===== config.mk =====
export PLATFORM = sky130hd
export DESIGN_NAME = word_mem_responder
export DESIGN_NICKNAME = d
export VERILOG_FILES = /design/src/rtl/word_mem_responder.sv
export SDC_FILE = /design/constraint.sdc
export NUM_CORES = 2
export LEC_CHECK = 0
export BUFFER_PORTS_ARGS = -buffer_cell sky130_fd_sc_hd__buf_2
export CAP_MARGIN = 10
export CORE_MARGIN = 2
export CORE_UTILIZATION = 63
export CTS_CLUSTER_DIAMETER = 100
export DETAILED_ROUTE_END_ITERATION = 6
export PLACE_DENSITY = 0.79
export SETUP_SLACK_MARGIN = 0.4
export SLEW_MARGIN = 20
export SYNTH_ARGS = -nofsm -noshare
export SYNTH_HDL_FRONTEND = slang
export SYNTH_SLANG_ARGS = --single-unit

===== constraint.sdc =====
create_clock -name clk -period 6.15 [get_ports clk]
set_clock_uncertainty 0.15 [all_clocks]
set_input_delay 0.615 -clock clk [delete_from_list [all_inputs] [get_ports clk]]
set_output_delay 0.615 -clock clk [all_outputs]
set_load 0.1 [all_outputs]

===== src/rtl/word_mem_responder.sv =====
// Byte-serial word memory target: serves one big-endian 32-bit word as four byte beats per transfer.
// Optional macro RESP_ERR_EN adds an err output and treats out-of-range addresses as flagged no-op transfers.
module word_mem_responder #(
   parameter int WORDS = 64
) (
   input  logic       clk,
   input  logic       reset,
   input  logic       start,
   input  logic       rw_select,
   input  logic [7:0] address,
   input  logic [7:0] data_in,
   output logic       enable,
   output logic [7:0] data_out,
   output logic       data_valid,
   output logic       busy
`ifdef RESP_ERR_EN
   ,
   output logic       err
`endif
);

   localparam int DEPTH = WORDS * 4;
   localparam int BW    = $clog2(DEPTH);

   typedef enum logic [1:0] {
      IDLE   = 2'd0,
      WRITE  = 2'd1,
      RD_LAT = 2'd2,
      READ   = 2'd3
   } state_t;

   state_t        state_r, state_s;
   logic [1:0]    beat_r, beat_s;
   logic [BW-1:0] base_r, base_s;
   logic          oor_r, oor_s;
   logic [7:0]    data_out_r, data_out_s;
   logic          data_valid_r, data_valid_s;
   logic          active_r;
   logic          ram_we_s;
   logic [BW-1:0] wr_idx_s;
   logic [BW-1:0] rd_idx_s;
   logic [7:0]    word_mod_s;
   logic [7:0]    ram [DEPTH];

   // Next-state, next-output and RAM write decode for the transfer FSM
   always_comb begin
      state_s      = state_r;
      beat_s       = beat_r;
      base_s       = base_r;
      oor_s        = oor_r;
      data_out_s   = data_out_r;
      data_valid_s = 1'b0;
      ram_we_s     = 1'b0;
      wr_idx_s     = base_r | BW'(beat_r);
      rd_idx_s     = base_r;
      word_mod_s   = 8'(32'(address) % 32'(WORDS));
      case (state_r)
         IDLE: begin
            if (start) begin
               state_s = rw_select ? WRITE : RD_LAT;
               beat_s  = 2'd0;
               // Base is a multiple of 4, so OR-ing in the beat never carries into the next word
               base_s  = BW'({word_mod_s, 2'b00});
`ifdef RESP_ERR_EN
               oor_s   = (32'(address) >= 32'(WORDS));
`else
               oor_s   = 1'b0;
`endif
            end else begin
               state_s = IDLE;
            end
         end
         WRITE: begin
            ram_we_s = ~oor_r;
            beat_s   = beat_r + 2'd1;
            if (beat_r == 2'd3) begin
               state_s = IDLE;
               oor_s   = 1'b0;
            end else begin
               state_s = WRITE;
            end
         end
         RD_LAT: begin
            state_s      = READ;
            beat_s       = 2'd0;
            data_valid_s = 1'b1;
            rd_idx_s     = base_r;
            data_out_s   = oor_r ? 8'h00 : ram[rd_idx_s];
         end
         READ: begin
            if (beat_r == 2'd3) begin
               state_s = IDLE;
               oor_s   = 1'b0;
            end else begin
               state_s      = READ;
               beat_s       = beat_r + 2'd1;
               data_valid_s = 1'b1;
               rd_idx_s     = base_r | BW'(beat_r + 2'd1);
               data_out_s   = oor_r ? 8'h00 : ram[rd_idx_s];
            end
         end
         default: begin
            state_s = IDLE;
         end
      endcase
   end

   // State register and registered outputs
   always_ff @(posedge clk) begin
      if (reset) begin
         state_r      <= IDLE;
         beat_r       <= 2'd0;
         base_r       <= {BW{1'b0}};
         oor_r        <= 1'b0;
         data_out_r   <= 8'h00;
         data_valid_r <= 1'b0;
         active_r     <= 1'b0;
      end else begin
         state_r      <= state_s;
         beat_r       <= beat_s;
         base_r       <= base_s;
         oor_r        <= oor_s;
         data_out_r   <= data_out_s;
         data_valid_r <= data_valid_s;
         active_r     <= (state_s != IDLE);
      end
   end

   // Byte RAM write port; contents survive reset, but a beat coinciding with reset is dropped
   always_ff @(posedge clk) begin
      if (ram_we_s && !reset) begin
         ram[wr_idx_s] <= data_in;
      end
   end

   assign enable     = active_r;
   assign busy       = active_r;
   assign data_out   = data_out_r;
   assign data_valid = data_valid_r;
`ifdef RESP_ERR_EN
   assign err        = oor_r;
`endif

endmodule


======== After elaboration in Yosys (flattened, before gate mapping) ========
Memories as Yosys holds them, arrays and structs flattened. A register that Yosys moved wholly into a read port is not among the register bits.
Cells that the tools add are included.
word-level totals
  flip-flop bits (word level) ............. 21
  RAM bits ................................ 2048
  bits of input ports ..................... 20
  output and inout bits ................... 11
  word-level logic and storage cells ...... 53
  memories kept ........................... 1
cells by class
  add/sub/neg operators ................... 2
  equality and inequality tests ........... 7
  muxes and demuxes ....................... 22
  bitwise operators ....................... 3
  reductions and logical operators ........ 11
memories
  name  depth  bits a word  rd ports  clocked after memory_dff  wr ports  RTL line  text
  ram   256    8            2         1                         1         43        logic [7:0] ram [DEPTH];
operators by type and width
  kind                   count
  $mux W8                5
  $pmux W2 S4            2
  $pmux W8 S2            1
  $mux W2                5
  $or A8 B2 Y8           1
  $or A8 B3 Y8           1
  $mux W1                7
  $eq A2 B2 Y1 const B   3
  $reduce_and A2 Y1      3
  $reduce_bool A2 Y1     3
  $ne A2 B2 Y1 const B   2
  $pmux W1 S2            2
  $add A2 B1 Y3 const B  1
  $reduce_and A3 Y1      1
  $add A2 B1 Y2 const B  1
  $eq A2 B1 Y1 const B   1
  $logic_not A2 Y1       1
  $ne A2 B1 Y1 const B   1
  $reduce_or A2 Y1       1
  $logic_and A1 B1 Y1    1
  $logic_not A1 Y1       1
  $not A1 Y1             1

======== Logic depth before layout (Yosys ltp) ========
An unclocked memory read counts as a cell.
  depth in word-level cells ............... 6
  gate-level depth with buffers ........... 21

======== Least setup slack after synthesis ========
Ideal clock, no wire load.
  path kind ............................... register to register
  from .................................... register beat_r[0]
  to ...................................... register data_out_r[0], in the netlist data_out[0]
  library setup time ...................... 0.124 ns
  data arrival time ....................... 4.045 ns
  data required time ...................... 5.876 ns
  slack ................................... 1.831 ns
  stages on the path, launching flop included .. 21
  clock period less this slack ............ 4.319 ns
  cell sequence ........................... dfxtp_1 > buf_6 > buf_12 > buf_6 > buf_6 > buf_6 > buf_4 > clkinv_1 > ha_1 > clkbuf_1 > buf_2 > buf_2 > buf_2 > buf_2 > mux4_2 > mux2i_1 > nor3_1 > a2111oi_0 > o2111ai_1 > a21oi_1 > a31oi_1
between the ends
  cells in the longest elaborated chain, start to end .. 6
RTL lines
  item                      RTL line  text
  start: declaration        33        logic [1:0] beat_r, beat_s;
  start signal: assignment  120       beat_r <= beat_s;
  $add A2 B1 Y3             98        rd_idx_s = base_r | BW'(beat_r + 2'd1);
  $or A8 B3 Y8              98
  $mem_v2 Z256 W8           -
  $mux W8                   99        data_out_s = oor_r ? 8'h00 : ram[rd_idx_s];
  $mux W8                   91        if (beat_r == 2'd3) begin
  $pmux W8 S2               57        case (state_r)
  end signal: assignment    123       data_out_r <= data_out_s;
  end: declaration          36        logic [7:0] data_out_r, data_out_s;
Parallel ways exist; a longest one is shown, timed or not. The select of a mux whose other input is x is not followed.
A chain may end at the register's enable or synchronous reset.

======== Worst setup path in the final report ========
  from .................................... register beat_r[0]
  to ...................................... register data_out_r[1], in the netlist data_out[1]
Same word-level chain as after synthesis.

==> flow_metrics.env <==
export IMPL_status="finished, violations left"
export IMPL_failed_checks="DRC"
export IMPL_vias=46280
export IMPL_synth_mux_area_share_pct=19.66
export IMPL_finalMaxSlewViolations=0
export IMPL_hold_viol=0
export IMPL_die_x_um=370.8
export IMPL_r2r_start="beat_r[0]$_SDFFE_PP0P_"
export IMPL_synth_cell_types=62
export IMPL_ys_async_sr_fraction_pct=0
export IMPL_insertion_delay_ns=0.86
export IMPL_rsz0062_at_grt="false"
export IMPL_synth_area_per_cell_um2=20.59
export IMPL_synthAdderAreaFrac_pct=0.05903
export IMPL_wl_mm=243.1
export IMPL_synth_xor_area_share_pct=0
export IMPL_core_mm2=0.1335
export IMPL_slew_headroom_pct=16.74
export IMPL_grt_usage_pct=35.93
export IMPL_grt_pass1_wl_mm=340.1
export IMPL_yosysWarnings=0
export IMPL_post_cts_resized=0
export IMPL_synth_top_family_by_area="multiplexers"
export IMPL_grt_max_degree=162
export IMPL_cts_path_max_buffers=3
export IMPL_routed_via_density=7.566
export IMPL_hold_worst_slack_ns=0.06175
export IMPL_tightest_slew_ns=1.237
export IMPL_arrival_ns=5.50
export IMPL_final_net_count=4199
export IMPL_yosysSeqAreaShare_pct=73.15
export IMPL_drtIter0Drc=8715
export IMPL_placed_cell_area_mm2=0.08680
export IMPL_stdcell_area_mm2=0.09314
export IMPL_worstSetupStartpointType="flip-flop"
export IMPL_grt_overflow=0
export IMPL_power_density_mw_per_mm2=321.3
export IMPL_reg2reg_slack_ns=1.24
export IMPL_grtUsageMet3_pct=13.77
export IMPL_cts_tree="yes"
export IMPL_gp_congestion=1.011
export IMPL_synth_nets=4141
export IMPL_synth_top_area_cell="edfxtp_1"
export IMPL_total_power_mw=29.93
export IMPL_crit_type="flip-flop to flip-flop"
export IMPL_drtPass1Iterations=7
export IMPL_cap_violations=0
export IMPL_fmax_mhz=203.8
export IMPL_critPathMaxStageDelay_ns=0.82
export IMPL_met2_usage_pct=51.57
export IMPL_area_growth_pct=9.861
export IMPL_use_met1_pct=49.15
export IMPL_synth_cells=4117
export IMPL_endpoint_kind="flip-flop"
export IMPL_synth_edf_count=2048
export IMPL_synth_compound_area_share_pct=2.017
export IMPL_root_buffer="clkbuf_16"
export IMPL_clk_pin_slew_ns=0.07
export IMPL_initial_core_util_pct=63.53
export IMPL_port_buffers=28
export IMPL_ant_nets=0
export IMPL_htree_levels=4
export IMPL_synth_simple_area_share_pct=3.326
export IMPL_min_path_type="input port to flip-flop"
export IMPL_critPathSlowestCell="buf_4"
export IMPL_tns_ns=0
export IMPL_hold_start="address[4]"
export IMPL_min_path_cells=3
export IMPL_multi_input_area_mm2=0.02136
export IMPL_dp_hpwl_mm=148.4
export IMPL_grt_busiest_layer="met2"
export IMPL_dieArea_mm2=0.1375
export IMPL_cp_max_fo=102
export IMPL_rows=134
export IMPL_reg2reg_depth=10
export IMPL_setup_viol=0
export IMPL_fill_cells=7710
export IMPL_r2r_end="data_out[1]$_SDFFE_PP0P_"
export IMPL_grt_antenna_before_repair=17
export IMPL_fin_crit_ns=4.907
export IMPL_syn_area_mm2=0.08478
export IMPL_clkSinkCount=2074
export IMPL_die_h_um=370.8
export IMPL_remaining_drc_errors=4
export IMPL_yosys_area_top_type_share_pct=72.54
export IMPL_synthTopCellsByArea="edfxtp_1 73%, mux4_2 17%, mux2i_1 2.6%"
export IMPL_cts_buffers=197
export IMPL_period_share_pct=79.79
export IMPL_ir_drop_mv=0.3656
export IMPL_synth_seq_cells=2074
export IMPL_avgRoutedWirePerCell_um=39.75
export IMPL_ys_flop_type="edfxtp_1"
export IMPL_drive_above_1_share_pct=24.46
export IMPL_cp_required_ns=6.74
export IMPL_grt_pass1_vias=44680
export IMPL_cts_setup_buffers=0
export IMPL_holdBufCountCts=6
export IMPL_leakage_nw=27.79
export IMPL_register_area_mm2=0.06204
export IMPL_io_pins=31
export IMPL_path_cells="buf_12, buf_4, mux4_2, mux2i_1, nor3_1, a2111oi_0, buf_4, nand4_1, a21oi_1, a21oi_1"
flip-flops by register name, summed over array words and instances (netlist names), named ones only:
name and cells:
base_r 6, beat_r 2, busy 1, data_out 8, data_valid 1, ram 2048, state_r 2
kinds of logic after synthesis:
group                      count (synthesis)
and+or+nand+nor                          645
muxes                                    863
buffers and inverters                    275
AOI/OAI and AO/OA                        256
adders and majority gates                  4
DFF                                     2074
layer usage:
layer  vias up  wire length [um]
li1      17360                 -
met1     23770             81890
met2      4407            108600
met3       727             39080
met4        22             13400
met5         -               149
worst max-delay path, delay by kind of cell (launching register included):
kind / cells / cell delay [ns]
compound gates: 3 / 1.27
buf+inv: 3 / 1.63
flops: 1 / 0.45
mux: 2 / 0.83
simple gates: 2 / 0.25
cell usage after synthesis, types with 3 or more instances:
master and count:
mux2_2 8, o21ai_0 16, nor2b_1 21, nor3_1 16
o211ai_1 14, nand2_1 181, a2111oi_0 4, mux2i_1 216
o221ai_1 3, ha_1 4, nand3_1 62, nor4_1 14
nor2_1 277, and3_1 9, a221oi_1 8, a211oi_1 23
nand4_1 23, o2111ai_1 7, nand3b_1 4, buf_1 14
and2_1 8, a22oi_1 50, a22o_1 3, or2_2 4
o21a_1 3, inv_1 3, buf_2 88, a31oi_1 6
o22ai_1 27, buf_4 39, buf_6 23, dfxtp_1 26
mux4_2 632, clkbuf_1 102, o21ai_1 4, mux4_1 7
nand2b_1 11, edfxtp_1 2048, nor3b_1 3, or3_1 4
a32oi_1 3, or4_1 3, a21oi_1 72
final cells by class:
| class | count | share of cell area (%) |
|---|---|---|
| Multi-Input combinational cell | 1768 | 22.93 |
| Clock inverter | 118 | 1.178 |
| Inverter | 5 | 0.02015 |
| Antenna cell | 7 | 0.01881 |
| Sequential cell | 2074 | 66.61 |
| Tap cell | 1768 | 2.375 |
| Clock buffer | 248 | 5.521 |
| Timing Repair Buffer | 129 | 1.343 |
through the flow:
| step | setup slack (ns) | std cells | utilization, % |
|---|---|---|---|
| 2_1_floorplan | 1.831 | 4117 | - |
| 5_1_grt | 1.236 | 6110 | 69.78 |
| 6_report | 1.243 | 6117 | 69.79 |
| 3_3_place_gp | 1.528 | 5738 | 65.03 |
| 4_1_cts | 1.461 | 6110 | 69.76 |
| 3_5_place_dp | 1.466 | 5738 | 65.04 |
how the worst max path moves through the flow:
stage	start	endpoint	slack [ns]	depth (start not counted)
after detailed placement	beat_r[0]$_SDFFE_PP0P_	data_out[1]$_SDFFE_PP0P_	1.47	10
after global routing	beat_r[0]$_SDFFE_PP0P_	data_out[1]$_SDFFE_PP0P_	1.24	10
after CTS	beat_r[0]$_SDFFE_PP0P_	data_out[1]$_SDFFE_PP0P_	1.46	10
final	beat_r[0]$_SDFFE_PP0P_	data_out[1]$_SDFFE_PP0P_	1.24	10
after global placement	beat_r[0]$_SDFFE_PP0P_	data_out[1]$_SDFFE_PP0P_	1.53	10
after floorplan	beat_r[0]$_SDFFE_PP0P_	data_out[0]$_SDFFE_PP0P_	1.83	20
report_power, final:
group	switching [mW]	internal, mW
logic	1.50	0.875
clock network	5.35	6.59
registers	0.0832	15.5
total	6.92	23.0
cells in the final DEF (no fill, tap or decap), types with 11 or more instances in the layout:
master and instances:
a22oi_1 50, o22ai_1 27, edfxtp_1 2048, bufinv_16 15
clkbuf_1 50, nor2b_1 21, a21oi_1 72, clkinv_1 52
nand2b_1 11, nand2_1 181, o211ai_1 14, nor3_1 12
mux4_2 632, buf_4 73, clkinv_2 30, clkbuf_16 198
a211oi_1 23, nor4_1 14, buf_2 20, o21ai_0 16
dfxtp_1 18, mux2i_1 216, buf_12 22, nand3_1 58
nor2_1 270, nand4_1 23
Note: power is estimated with default switching activity, not from simulation.
